`src/rtl/ex_mem_pipe_reg_if.sv`:
```
// EX->MEM stage bus: EX-side handshake/payload, MEM-side handshake/payload,
// forwarding taps and perf counters. master = EX/MEM environment, slave = stage.
interface ex_mem_pipe_reg_if #(
  parameter int DATA_W     = 32,
  parameter int REG_ADDR_W = 5,
  parameter int CNT_W      = 16
);
  logic                  flush;
  logic                  in_valid;
  logic                  in_ready;
  logic                  in_reg_write;
  logic                  in_mem_to_reg;
  logic                  in_mem_write;
  logic [DATA_W-1:0]     in_alu_res;
  logic [DATA_W-1:0]     in_write_data;
  logic [REG_ADDR_W-1:0] in_write_reg;
  logic                  out_valid;
  logic                  out_ready;
  logic                  out_reg_write;
  logic                  out_mem_to_reg;
  logic                  out_mem_write;
  logic [DATA_W-1:0]     out_alu_res;
  logic [DATA_W-1:0]     out_write_data;
  logic [REG_ADDR_W-1:0] out_write_reg;
  logic                  fwd_valid;
  logic [REG_ADDR_W-1:0] fwd_reg;
  logic [DATA_W-1:0]     fwd_data;
  logic [CNT_W-1:0]      perf_stall_cnt;
  logic [CNT_W-1:0]      perf_bubble_cnt;
  logic [CNT_W-1:0]      perf_flush_cnt;

  modport master (
    output flush, in_valid, in_reg_write, in_mem_to_reg, in_mem_write,
           in_alu_res, in_write_data, in_write_reg, out_ready,
    input  in_ready, out_valid, out_reg_write, out_mem_to_reg, out_mem_write,
           out_alu_res, out_write_data, out_write_reg, fwd_valid, fwd_reg,
           fwd_data, perf_stall_cnt, perf_bubble_cnt, perf_flush_cnt
  );

  modport slave (
    input  flush, in_valid, in_reg_write, in_mem_to_reg, in_mem_write,
           in_alu_res, in_write_data, in_write_reg, out_ready,
    output in_ready, out_valid, out_reg_write, out_mem_to_reg, out_mem_write,
           out_alu_res, out_write_data, out_write_reg, fwd_valid, fwd_reg,
           fwd_data, perf_stall_cnt, perf_bubble_cnt, perf_flush_cnt
  );
endinterface

```
`src/rtl/ex_mem_pipe_reg.sv`:
```
// EX->MEM pipeline register with 2-entry skid buffer, sync flush and forwarding taps.
// Optional perf counters enabled by defining EX_MEM_PERF_CNT_EN.
//
// state   | meaning
// S_EMPTY | no entry held, out_valid=0
// S_ONE   | output register holds an entry
// S_FULL  | output + skid hold entries, in_ready=0
module ex_mem_pipe_reg #(
  parameter int DATA_W     = 32,
  parameter int REG_ADDR_W = 5,
  parameter int ZERO_REG   = 1,
  parameter int CNT_W      = 16
) (
  input  logic clk,
  input  logic reset_n,
  ex_mem_pipe_reg_if.slave bus
);
  typedef enum logic [1:0] {S_EMPTY, S_ONE, S_FULL} state_t;

  state_t r_state, w_next;
  logic   r_in_ready;
  logic   w_accept, w_drain, w_out_valid;
  logic   w_load_out, w_load_skid, w_skid_to_out;

  logic                  r_out_rw, r_out_mtr, r_out_mw;
  logic [DATA_W-1:0]     r_out_alu, r_out_wd;
  logic [REG_ADDR_W-1:0] r_out_reg;
  logic                  r_skid_rw, r_skid_mtr, r_skid_mw;
  logic [DATA_W-1:0]     r_skid_alu, r_skid_wd;
  logic [REG_ADDR_W-1:0] r_skid_reg;

  assign w_out_valid = (r_state != S_EMPTY);
  assign w_accept    = bus.in_valid & r_in_ready;
  assign w_drain     = w_out_valid & bus.out_ready;

  always_ff @(posedge clk or negedge reset_n) begin
    if (!reset_n) begin
      r_state    <= S_EMPTY;
      r_in_ready <= 1'b1;
    end else begin
      r_state    <= w_next;
      r_in_ready <= (w_next != S_FULL);
    end
  end

  always_comb begin
    w_next        = r_state;
    w_load_out    = 1'b0;
    w_load_skid   = 1'b0;
    w_skid_to_out = 1'b0;
    if (bus.flush) begin
      w_next = S_EMPTY;
    end else begin
      case (r_state)
        S_EMPTY: if (w_accept) begin
          w_next     = S_ONE;
          w_load_out = 1'b1;
        end
        S_ONE: begin
          if (w_accept && w_drain) begin
            w_load_out = 1'b1;
          end else if (w_accept) begin
            w_next      = S_FULL;
            w_load_skid = 1'b1;
          end else if (w_drain) begin
            w_next = S_EMPTY;
          end
        end
        S_FULL: if (w_drain) begin
          w_next        = S_ONE;
          w_skid_to_out = 1'b1;
        end
        default: w_next = S_EMPTY;
      endcase
    end
  end

  always_ff @(posedge clk or negedge reset_n) begin
    if (!reset_n) begin
      r_out_rw   <= 1'b0;
      r_out_mtr  <= 1'b0;
      r_out_mw   <= 1'b0;
      r_out_alu  <= '0;
      r_out_wd   <= '0;
      r_out_reg  <= '0;
      r_skid_rw  <= 1'b0;
      r_skid_mtr <= 1'b0;
      r_skid_mw  <= 1'b0;
      r_skid_alu <= '0;
      r_skid_wd  <= '0;
      r_skid_reg <= '0;
    end else begin
      if (w_load_out) begin
        r_out_rw  <= bus.in_reg_write;
        r_out_mtr <= bus.in_mem_to_reg;
        r_out_mw  <= bus.in_mem_write;
        r_out_alu <= bus.in_alu_res;
        r_out_wd  <= bus.in_write_data;
        r_out_reg <= bus.in_write_reg;
      end else if (w_skid_to_out) begin
        r_out_rw  <= r_skid_rw;
        r_out_mtr <= r_skid_mtr;
        r_out_mw  <= r_skid_mw;
        r_out_alu <= r_skid_alu;
        r_out_wd  <= r_skid_wd;
        r_out_reg <= r_skid_reg;
      end
      if (w_load_skid) begin
        r_skid_rw  <= bus.in_reg_write;
        r_skid_mtr <= bus.in_mem_to_reg;
        r_skid_mw  <= bus.in_mem_write;
        r_skid_alu <= bus.in_alu_res;
        r_skid_wd  <= bus.in_write_data;
        r_skid_reg <= bus.in_write_reg;
      end
    end
  end

  assign bus.in_ready       = r_in_ready;
  assign bus.out_valid      = w_out_valid;
  assign bus.out_reg_write  = w_out_valid & r_out_rw;
  assign bus.out_mem_to_reg = w_out_valid & r_out_mtr;
  assign bus.out_mem_write  = w_out_valid & r_out_mw;
  assign bus.out_alu_res    = r_out_alu;
  assign bus.out_write_data = r_out_wd;
  assign bus.out_write_reg  = r_out_reg;
  // Only the output entry is forwarded; EX is stalled while the skid is occupied.
  assign bus.fwd_valid      = w_out_valid & r_out_rw &
                              !((ZERO_REG != 0) && (r_out_reg == '0));
  assign bus.fwd_reg        = r_out_reg;
  assign bus.fwd_data       = r_out_alu;

`ifdef EX_MEM_PERF_CNT_EN
  logic [CNT_W-1:0] r_stall_cnt, r_bubble_cnt, r_flush_cnt;

  always_ff @(posedge clk or negedge reset_n) begin
    if (!reset_n) begin
      r_stall_cnt  <= '0;
      r_bubble_cnt <= '0;
      r_flush_cnt  <= '0;
    end else begin
      if (w_out_valid && !bus.out_ready && (r_stall_cnt != '1))
        r_stall_cnt <= r_stall_cnt + 1'b1;
      if (!w_out_valid && (r_bubble_cnt != '1))
        r_bubble_cnt <= r_bubble_cnt + 1'b1;
      if (bus.flush && (r_flush_cnt != '1))
        r_flush_cnt <= r_flush_cnt + 1'b1;
    end
  end

  assign bus.perf_stall_cnt  = r_stall_cnt;
  assign bus.perf_bubble_cnt = r_bubble_cnt;
  assign bus.perf_flush_cnt  = r_flush_cnt;
`else
  assign bus.perf_stall_cnt  = {CNT_W{1'b0}};
  assign bus.perf_bubble_cnt = {CNT_W{1'b0}};
  assign bus.perf_flush_cnt  = {CNT_W{1'b0}};
`endif
endmodule

```
`src/flat_wrapper.sv`:
```
// flat-port wrapper written by rule: the top's interface ports become plain ports
module ex_mem_pipe_reg_flat 
#(
  parameter int DATA_W     = 32,
  parameter int REG_ADDR_W = 5,
  parameter int ZERO_REG   = 1,
  parameter int CNT_W      = 16
)
  (clk, reset_n, bus_flush, bus_in_valid, bus_in_reg_write, bus_in_mem_to_reg, bus_in_mem_write, bus_in_alu_res, bus_in_write_data, bus_in_write_reg, bus_out_ready, bus_in_ready, bus_out_valid, bus_out_reg_write, bus_out_mem_to_reg, bus_out_mem_write, bus_out_alu_res, bus_out_write_data, bus_out_write_reg, bus_fwd_valid, bus_fwd_reg, bus_fwd_data, bus_perf_stall_cnt, bus_perf_bubble_cnt, bus_perf_flush_cnt);
  ex_mem_pipe_reg_if #(.DATA_W(DATA_W), .REG_ADDR_W(REG_ADDR_W), .CNT_W(CNT_W)) bus_i ();
  input  logic clk;
  input  logic reset_n;
  input wire logic [$bits(bus_i.flush)-1:0] bus_flush;
  input wire logic [$bits(bus_i.in_valid)-1:0] bus_in_valid;
  input wire logic [$bits(bus_i.in_reg_write)-1:0] bus_in_reg_write;
  input wire logic [$bits(bus_i.in_mem_to_reg)-1:0] bus_in_mem_to_reg;
  input wire logic [$bits(bus_i.in_mem_write)-1:0] bus_in_mem_write;
  input wire logic [$bits(bus_i.in_alu_res)-1:0] bus_in_alu_res;
  input wire logic [$bits(bus_i.in_write_data)-1:0] bus_in_write_data;
  input wire logic [$bits(bus_i.in_write_reg)-1:0] bus_in_write_reg;
  input wire logic [$bits(bus_i.out_ready)-1:0] bus_out_ready;
  output wire logic [$bits(bus_i.in_ready)-1:0] bus_in_ready;
  output wire logic [$bits(bus_i.out_valid)-1:0] bus_out_valid;
  output wire logic [$bits(bus_i.out_reg_write)-1:0] bus_out_reg_write;
  output wire logic [$bits(bus_i.out_mem_to_reg)-1:0] bus_out_mem_to_reg;
  output wire logic [$bits(bus_i.out_mem_write)-1:0] bus_out_mem_write;
  output wire logic [$bits(bus_i.out_alu_res)-1:0] bus_out_alu_res;
  output wire logic [$bits(bus_i.out_write_data)-1:0] bus_out_write_data;
  output wire logic [$bits(bus_i.out_write_reg)-1:0] bus_out_write_reg;
  output wire logic [$bits(bus_i.fwd_valid)-1:0] bus_fwd_valid;
  output wire logic [$bits(bus_i.fwd_reg)-1:0] bus_fwd_reg;
  output wire logic [$bits(bus_i.fwd_data)-1:0] bus_fwd_data;
  output wire logic [$bits(bus_i.perf_stall_cnt)-1:0] bus_perf_stall_cnt;
  output wire logic [$bits(bus_i.perf_bubble_cnt)-1:0] bus_perf_bubble_cnt;
  output wire logic [$bits(bus_i.perf_flush_cnt)-1:0] bus_perf_flush_cnt;
  assign bus_i.flush = bus_flush;
  assign bus_i.in_valid = bus_in_valid;
  assign bus_i.in_reg_write = bus_in_reg_write;
  assign bus_i.in_mem_to_reg = bus_in_mem_to_reg;
  assign bus_i.in_mem_write = bus_in_mem_write;
  assign bus_i.in_alu_res = bus_in_alu_res;
  assign bus_i.in_write_data = bus_in_write_data;
  assign bus_i.in_write_reg = bus_in_write_reg;
  assign bus_i.out_ready = bus_out_ready;
  assign bus_in_ready = bus_i.in_ready;
  assign bus_out_valid = bus_i.out_valid;
  assign bus_out_reg_write = bus_i.out_reg_write;
  assign bus_out_mem_to_reg = bus_i.out_mem_to_reg;
  assign bus_out_mem_write = bus_i.out_mem_write;
  assign bus_out_alu_res = bus_i.out_alu_res;
  assign bus_out_write_data = bus_i.out_write_data;
  assign bus_out_write_reg = bus_i.out_write_reg;
  assign bus_fwd_valid = bus_i.fwd_valid;
  assign bus_fwd_reg = bus_i.fwd_reg;
  assign bus_fwd_data = bus_i.fwd_data;
  assign bus_perf_stall_cnt = bus_i.perf_stall_cnt;
  assign bus_perf_bubble_cnt = bus_i.perf_bubble_cnt;
  assign bus_perf_flush_cnt = bus_i.perf_flush_cnt;
  ex_mem_pipe_reg #(.DATA_W(DATA_W), .REG_ADDR_W(REG_ADDR_W), .ZERO_REG(ZERO_REG), .CNT_W(CNT_W)) u_core (.clk(clk), .reset_n(reset_n), .bus(bus_i));
endmodule
```
`config.mk`:
```
export PLATFORM = sky130hd
export DESIGN_NAME = ex_mem_pipe_reg_flat
export DESIGN_NICKNAME = d
export VERILOG_FILES = /design/src/rtl/ex_mem_pipe_reg_if.sv /design/src/rtl/ex_mem_pipe_reg.sv /design/src/flat_wrapper.sv
export SDC_FILE = /design/constraint.sdc
export NUM_CORES = 1
export LEC_CHECK = 0
export ABC_AREA = 1
export CORE_ASPECT_RATIO = 0.5
export CORE_MARGIN = 2
export CORE_UTILIZATION = 42
export DETAILED_ROUTE_END_ITERATION = 10
export GPL_ROUTABILITY_DRIVEN = 0
export GPL_TIMING_DRIVEN = 0
export PLACE_DENSITY = 0.86
export SLEW_MARGIN = 20
export SYNTH_ARGS = -nofsm -noshare
export SYNTH_HDL_FRONTEND = slang
export SYNTH_SLANG_ARGS = --single-unit
```
`constraint.sdc`:
```
create_clock -name clk -period 1.4 [get_ports clk]
set_input_delay 0.28 -clock clk [delete_from_list [all_inputs] [get_ports clk]]
set_output_delay 0.28 -clock clk [all_outputs]
set_load 0.02 [all_outputs]
```
* Word level (Yosys, flattened, before mapping) *
Cells that the tools add are included.

word-level totals
  output and inout port bits = 160
  input bits = 77
  logic and storage cells = 58
  register bits after elaboration = 147

operators by class
  equal/unequal tests = 3
  reductions and logical operators = 6
  bitwise logic cells = 6
  mux-type cells = 29

operators by type and width
  operator                                             number
  2-to-1 mux 32 bit                                    4
  2-to-1 mux 1 bit                                     15
  2-to-1 mux 2 bit                                     6
  2-to-1 mux 5 bit                                     2
  AND 1 bit                                            6
  one-hot mux 2 bit (3 select lines)                   1
  zero test 5 bit                                      1
  nonzero test 2 bit                                   2
  equality test 2 x 1 -> 1 bit, second input constant  1
  equality test 2 bit, second input constant           1
  zero test 2 bit                                      1
  inequality test 2 bit, second input constant         1
  one-hot mux 1 bit (2 select lines)                   1
  logical AND 1 bit                                    1
  zero test 1 bit                                      1

* Longest topological paths before layout *
  depth after elaboration = 8
  depth in mapped cells = 7
  depth with buffers taken out = 7

* Least setup slack after synthesis *
No wires, ideal clock.

  path kind = reg-to-reg
  start = register u_core.r_in_ready, in the netlist u_core.bus.in_ready
  end = register u_core.r_skid_alu[0]
  buffers on the path = 2
  data required time = 1.270 ns
  library setup time = 0.130 ns
  setup slack = -0.085 ns
  arrival = 1.355 ns
  cell stages (with the launch flop) = 8
  clock period less this slack = 1.485 ns
  cells stage by stage = dfstp_2 -> nand2_1 -> inv_1 -> nand4_4 -> buf_4 -> buf_6 -> nand2_1 -> o21ai_1

between the ends
  longest elaborated chain between the ends = 5
  elaborated cells on any way between the ends = 6
  classes of those cells = mux: 4; bitwise: 1; reduce/logical: 1

RTL lines
  what                                                   line                                          RTL
  from (decl)                                            ex_mem_pipe_reg.sv:21                         logic r_in_ready;
  from (signal assigned)                                 ex_mem_pipe_reg.sv:42                         r_in_ready <= (w_next != S_FULL);
  AND 1 bit *                                            ex_mem_pipe_reg.sv:33                         assign w_accept = bus.in_valid & r_in_ready;
  2-to-1 mux 1 bit or logical AND 1 bit (tied branches)  ex_mem_pipe_reg.sv:62, ex_mem_pipe_reg.sv:60
  2-to-1 mux 1 bit *                                     ex_mem_pipe_reg.sv:60                         if (w_accept && w_drain) begin
  2-to-1 mux 1 bit *                                     ex_mem_pipe_reg.sv:54                         case (r_state)
  2-to-1 mux 1 bit *                                     ex_mem_pipe_reg.sv:51                         if (bus.flush) begin
  to (signal assigned)                                   ex_mem_pipe_reg.sv:112                        r_skid_alu <= bus.in_alu_res;
  to (decl)                                              ex_mem_pipe_reg.sv:29                         logic [DATA_W-1:0] r_skid_alu, r_skid_wd;

Mark *: on every way between the ends. The rest lies on a longest branch, timed or not.
A chain may end at the register's enable or synchronous reset.

* Worst setup path after layout *
  start = register u_core.r_in_ready, in the netlist u_core.bus.in_ready
  end = register u_core.r_out_alu[27], in the netlist u_core.bus.fwd_data[27]

between the ends
  longest elaborated chain between the ends = 6
  elaborated cells on any way between the ends = 8
  classes of those cells = mux: 5; bitwise: 1; reduce/logical: 2

RTL lines
  what                                                     line                    RTL
  AND 1 bit *                                              ex_mem_pipe_reg.sv:33
  logical AND 1 bit                                        ex_mem_pipe_reg.sv:60
  2-to-1 mux 1 bit                                         ex_mem_pipe_reg.sv:60
  one-hot mux 1 bit (2 select lines) *                     ex_mem_pipe_reg.sv:54
  2-to-1 mux 1 bit *                                       ex_mem_pipe_reg.sv:51
  2-to-1 mux 32 bit or nonzero test 2 bit (tied branches)  n/a
  to (signal assigned)                                     ex_mem_pipe_reg.sv:97   r_out_alu <= bus.in_alu_res;
  to (signal assigned)                                     ex_mem_pipe_reg.sv:104  r_out_alu <= r_skid_alu;
  to (decl)                                                ex_mem_pipe_reg.sv:26   logic [DATA_W-1:0] r_out_alu, r_out_wd;

Marked as above.

==> run summary <==
Vias/cell -> 5.99
RSZ-0062 raised after global routing -> yes
Largest cells by area after synthesis -> dfrtp_1 (50%), nand3_1 (9.9%), buf_4 (9.7%), nand2_1 (7.9%), nand4_1 (6.2%)
Met1 wire length -> 11700 um
Port Buffers -> 188
Post-synth EDFFs -> 0
Max-cap check violation count -> 0
Clock latency at the later pin of the worst-skew pair -> 440 ps
Initial antenna violation count -> 1
Vias in the first global route -> 7958
Final hold violations -> 0
CP max FO -> 7
Leak Pwr -> 6.43 nW
Worst-margin pin slew -> 506 ps
Worst-path clk slew -> 80 ps
Peak supply drop -> 0.864 mV
Root buffer cell -> clkbuf_16
Site row count -> 33
Largest net degree at the start of global routing -> 93
H-Tree Level Count -> 4
Antenna viol nets, final -> 0
HPWL Detailed -> 14500 um
Adder-Cell Fraction of Synth Area -> 0%
Initial Utilization -> 43.6%
Die W -> 190 um
Worst hold slack -> 357 ps
Placed Cells -> 1298
Routed met3 length -> 3930 um
Boundary Pins -> 237
Hold crit path type -> primary input to async pin
Primary FF master, synth -> dfrtp_1
Layout cell share with drive strength beyond 1 -> 55.3%
CP Cell Sequence -> nand2_2 -> clkinv_4 -> buf_4 -> nand3_4 -> buf_6 -> nand3_2 -> nand3_1
Endpoint class of the critical path -> flip-flop
Slew headroom -> 66.3%
Post-Layout Cell Count -> 1407
Met2 WL post-DR -> 15400 um
Ys Warns -> 0
Nets@finish -> 1244
Post-synth top area share -> 50.3%
Leading area contributor after synthesis -> dfrtp_1
CP top delay family -> flip-flops
Outcome -> finished with violations
Power Total -> 16.8 mW
Clock tree from TritonCTS -> yes
Initial DRC Count -> 1050
Core ar. -> 16600 um^2
PD cells -> 1330 nW/um^2
Wire length per cell after detailed routing -> 24.1 um
Detailed-route via count -> 8428
GRT Util Overall -> 29.4%
Synth Instances -> 835
Compound-Gate Fraction of Synth Area -> 5.14%
Critical Path AT -> 2090 ps
Final Slew Violations -> 0
Path type of the worst setup path -> flip-flop to flip-flop
Async SR Flop Fraction -> 100%
Final Critical Period -> 1850 ps
Failing checks -> negative setup slack
Mean Syn Cell Area -> 8.69 um^2
Seq cells post-synth -> 147
Startpoint type of the worst setup path -> flip-flop
First-pass GRT wire length -> 42500 um
Largest family of logic cells by synthesized area -> simple AND/OR/NAND/NOR gates
Worst Setup Slack, final -> -448 ps
WP buf/inv -> 3
Delay of the slowest critical-path stage -> 570 ps
Antenna diodes -> 0
Detailed Routing Iterations Pass 1 -> 8
Top Layer Used -> met5
Final WL -> 33900 um
Synthesis-to-finish area growth -> 73.3%
Final period utilization -> 132%
CTS buffer count -> 17
Commonest non-fill, non-tap cell in the layout -> dfrtp_1
Simple-Gate Fraction of Synth Area -> 25.7%
Clock Skews -> 20.2 ps
Netlist area before placement -> 7260 um^2
CTS Buffer Depth -> 2
Worst path required time -> 1640 ps
Mux contribution to synthesized area -> 0%
Post-Synth XOR/XNOR Area -> 0%
Library cells used by synthesis -> 23
Most frequent cells in the layout -> dfrtp_1 (142), nand3_2 (131), buf_4 (127)
Die H -> 97.0 um
CTS Sinks -> 147
Final setup fails -> 173
Fmax -> 541 MHz
Total grt overflow -> 0
Slowest cell on crit path -> dfstp_2
Seq/Total Area, Yosys -> 50.7%
DIE AREA -> 18400 um^2
DRC Markers -> 0
[power by group]
part	total [mW]	switching, mW	internal, mW
Clock	4.68	2.18	2.50
Sequential	6.33	1.13	5.20
Combinational	5.78	3.05	2.73
[final timing paths]
path | start | to | slack (ps) | cells after the start
min | reset_n | u_core.r_out_mw | 360 | 2
max reg2reg | u_core.bus.in_ready | u_core.bus.fwd_data[27] | -450 | 7
min in group clk | bus_in_write_data[17] | u_core.r_skid_wd[17] | 430 | 3
min reg2reg | u_core.r_skid_alu[9] | u_core.r_skid_alu[9] | 510 | 2
max | u_core.bus.in_ready | u_core.bus.fwd_data[27] | -450 | 7
max in group asynchronous | reset_n | u_core.bus.fwd_data[30] | 190 | 3
[per-stage QoR]
| step | utilization (%) | setup slack, ps | instance area, um^2 | TNS (ps) |
|---|---|---|---|---|
| finish | 75.6 | -448 | 12600 | -33430 |
| global route | 75.6 | -456 | 12600 | -38480 |
| CTS | 69.1 | -227 | 11500 | -16450 |
| detailed placement | 57.9 | -530 | 9640 | -66490 |
| global placement | 57.7 | -5620 | 9610 | -883880 |
| floorplan | - | 1.66 | 7440 | 0 |
[worst reg2reg max path: cells and delay by family (launching register included)]
| family | cells | cell delay [ps] |
|---|---|---|
| buffers and inverters | 3 | 500 |
| AND/OR/NAND/NOR | 4 | 570 |
| flip-flops | 1 | 570 |
[synth_stat cells, types with 2 or more instances]
master    number
nand2_1      152
o21ai_1       50
nand3_1      144
buf_6         12
nor2_1         9
buf_4         94
inv_2          2
nor2_4         2
buf_2         29
clkbuf_1       9
dfrtp_1      146
inv_1         82
nand4_1       72
o21ai_0       23
[final cells by class]
| cell class | count | area (um^2) |
|---|---|---|
| Multi-Input combinational cell | 509 | 3900 |
| Sequential cell | 147 | 3680 |
| Buffer | 139 | 1320 |
| Fill cell | 872 | 4060 |
| Clock buffer | 17 | 425 |
| Timing Repair Buffer | 269 | 2490 |
| Tap cell | 227 | 284 |
| Clock inverter | 15 | 145 |
| Inverter | 84 | 335 |
[logic make-up (layout without fill, tap and decap cells)]
group                  after synthesis  in the layout
and+or+nand+nor                    384            387
buffers and inverters              229            524
DFF                                147            147
AOI/OAI and AO/OA                   74             74
other                                1             48
[timing repair]
| action | in CTS | in global routing |
|---|---|---|
| gates resized for setup | 613 | 385 |
| pin swaps | 57 | 16 |
| endpoints found under the hold margin | 55 | 0 |
| buffers inserted | 36 | 28 |
| hold buffers | 1 | 0 |
| cloned | 15 | 5 |
| endpoints found under the setup margin | 257 | 254 |
[per-layer routing]
layer / up-vias / GRT usage [%]
li1: 3317 / -
met1: 3994 / 33.9
met2: 837 / 49.7
met3: 278 / 6.42
met4: 2 / 19.2
met5: - / 0
Power figures use the tool's default switching activity.
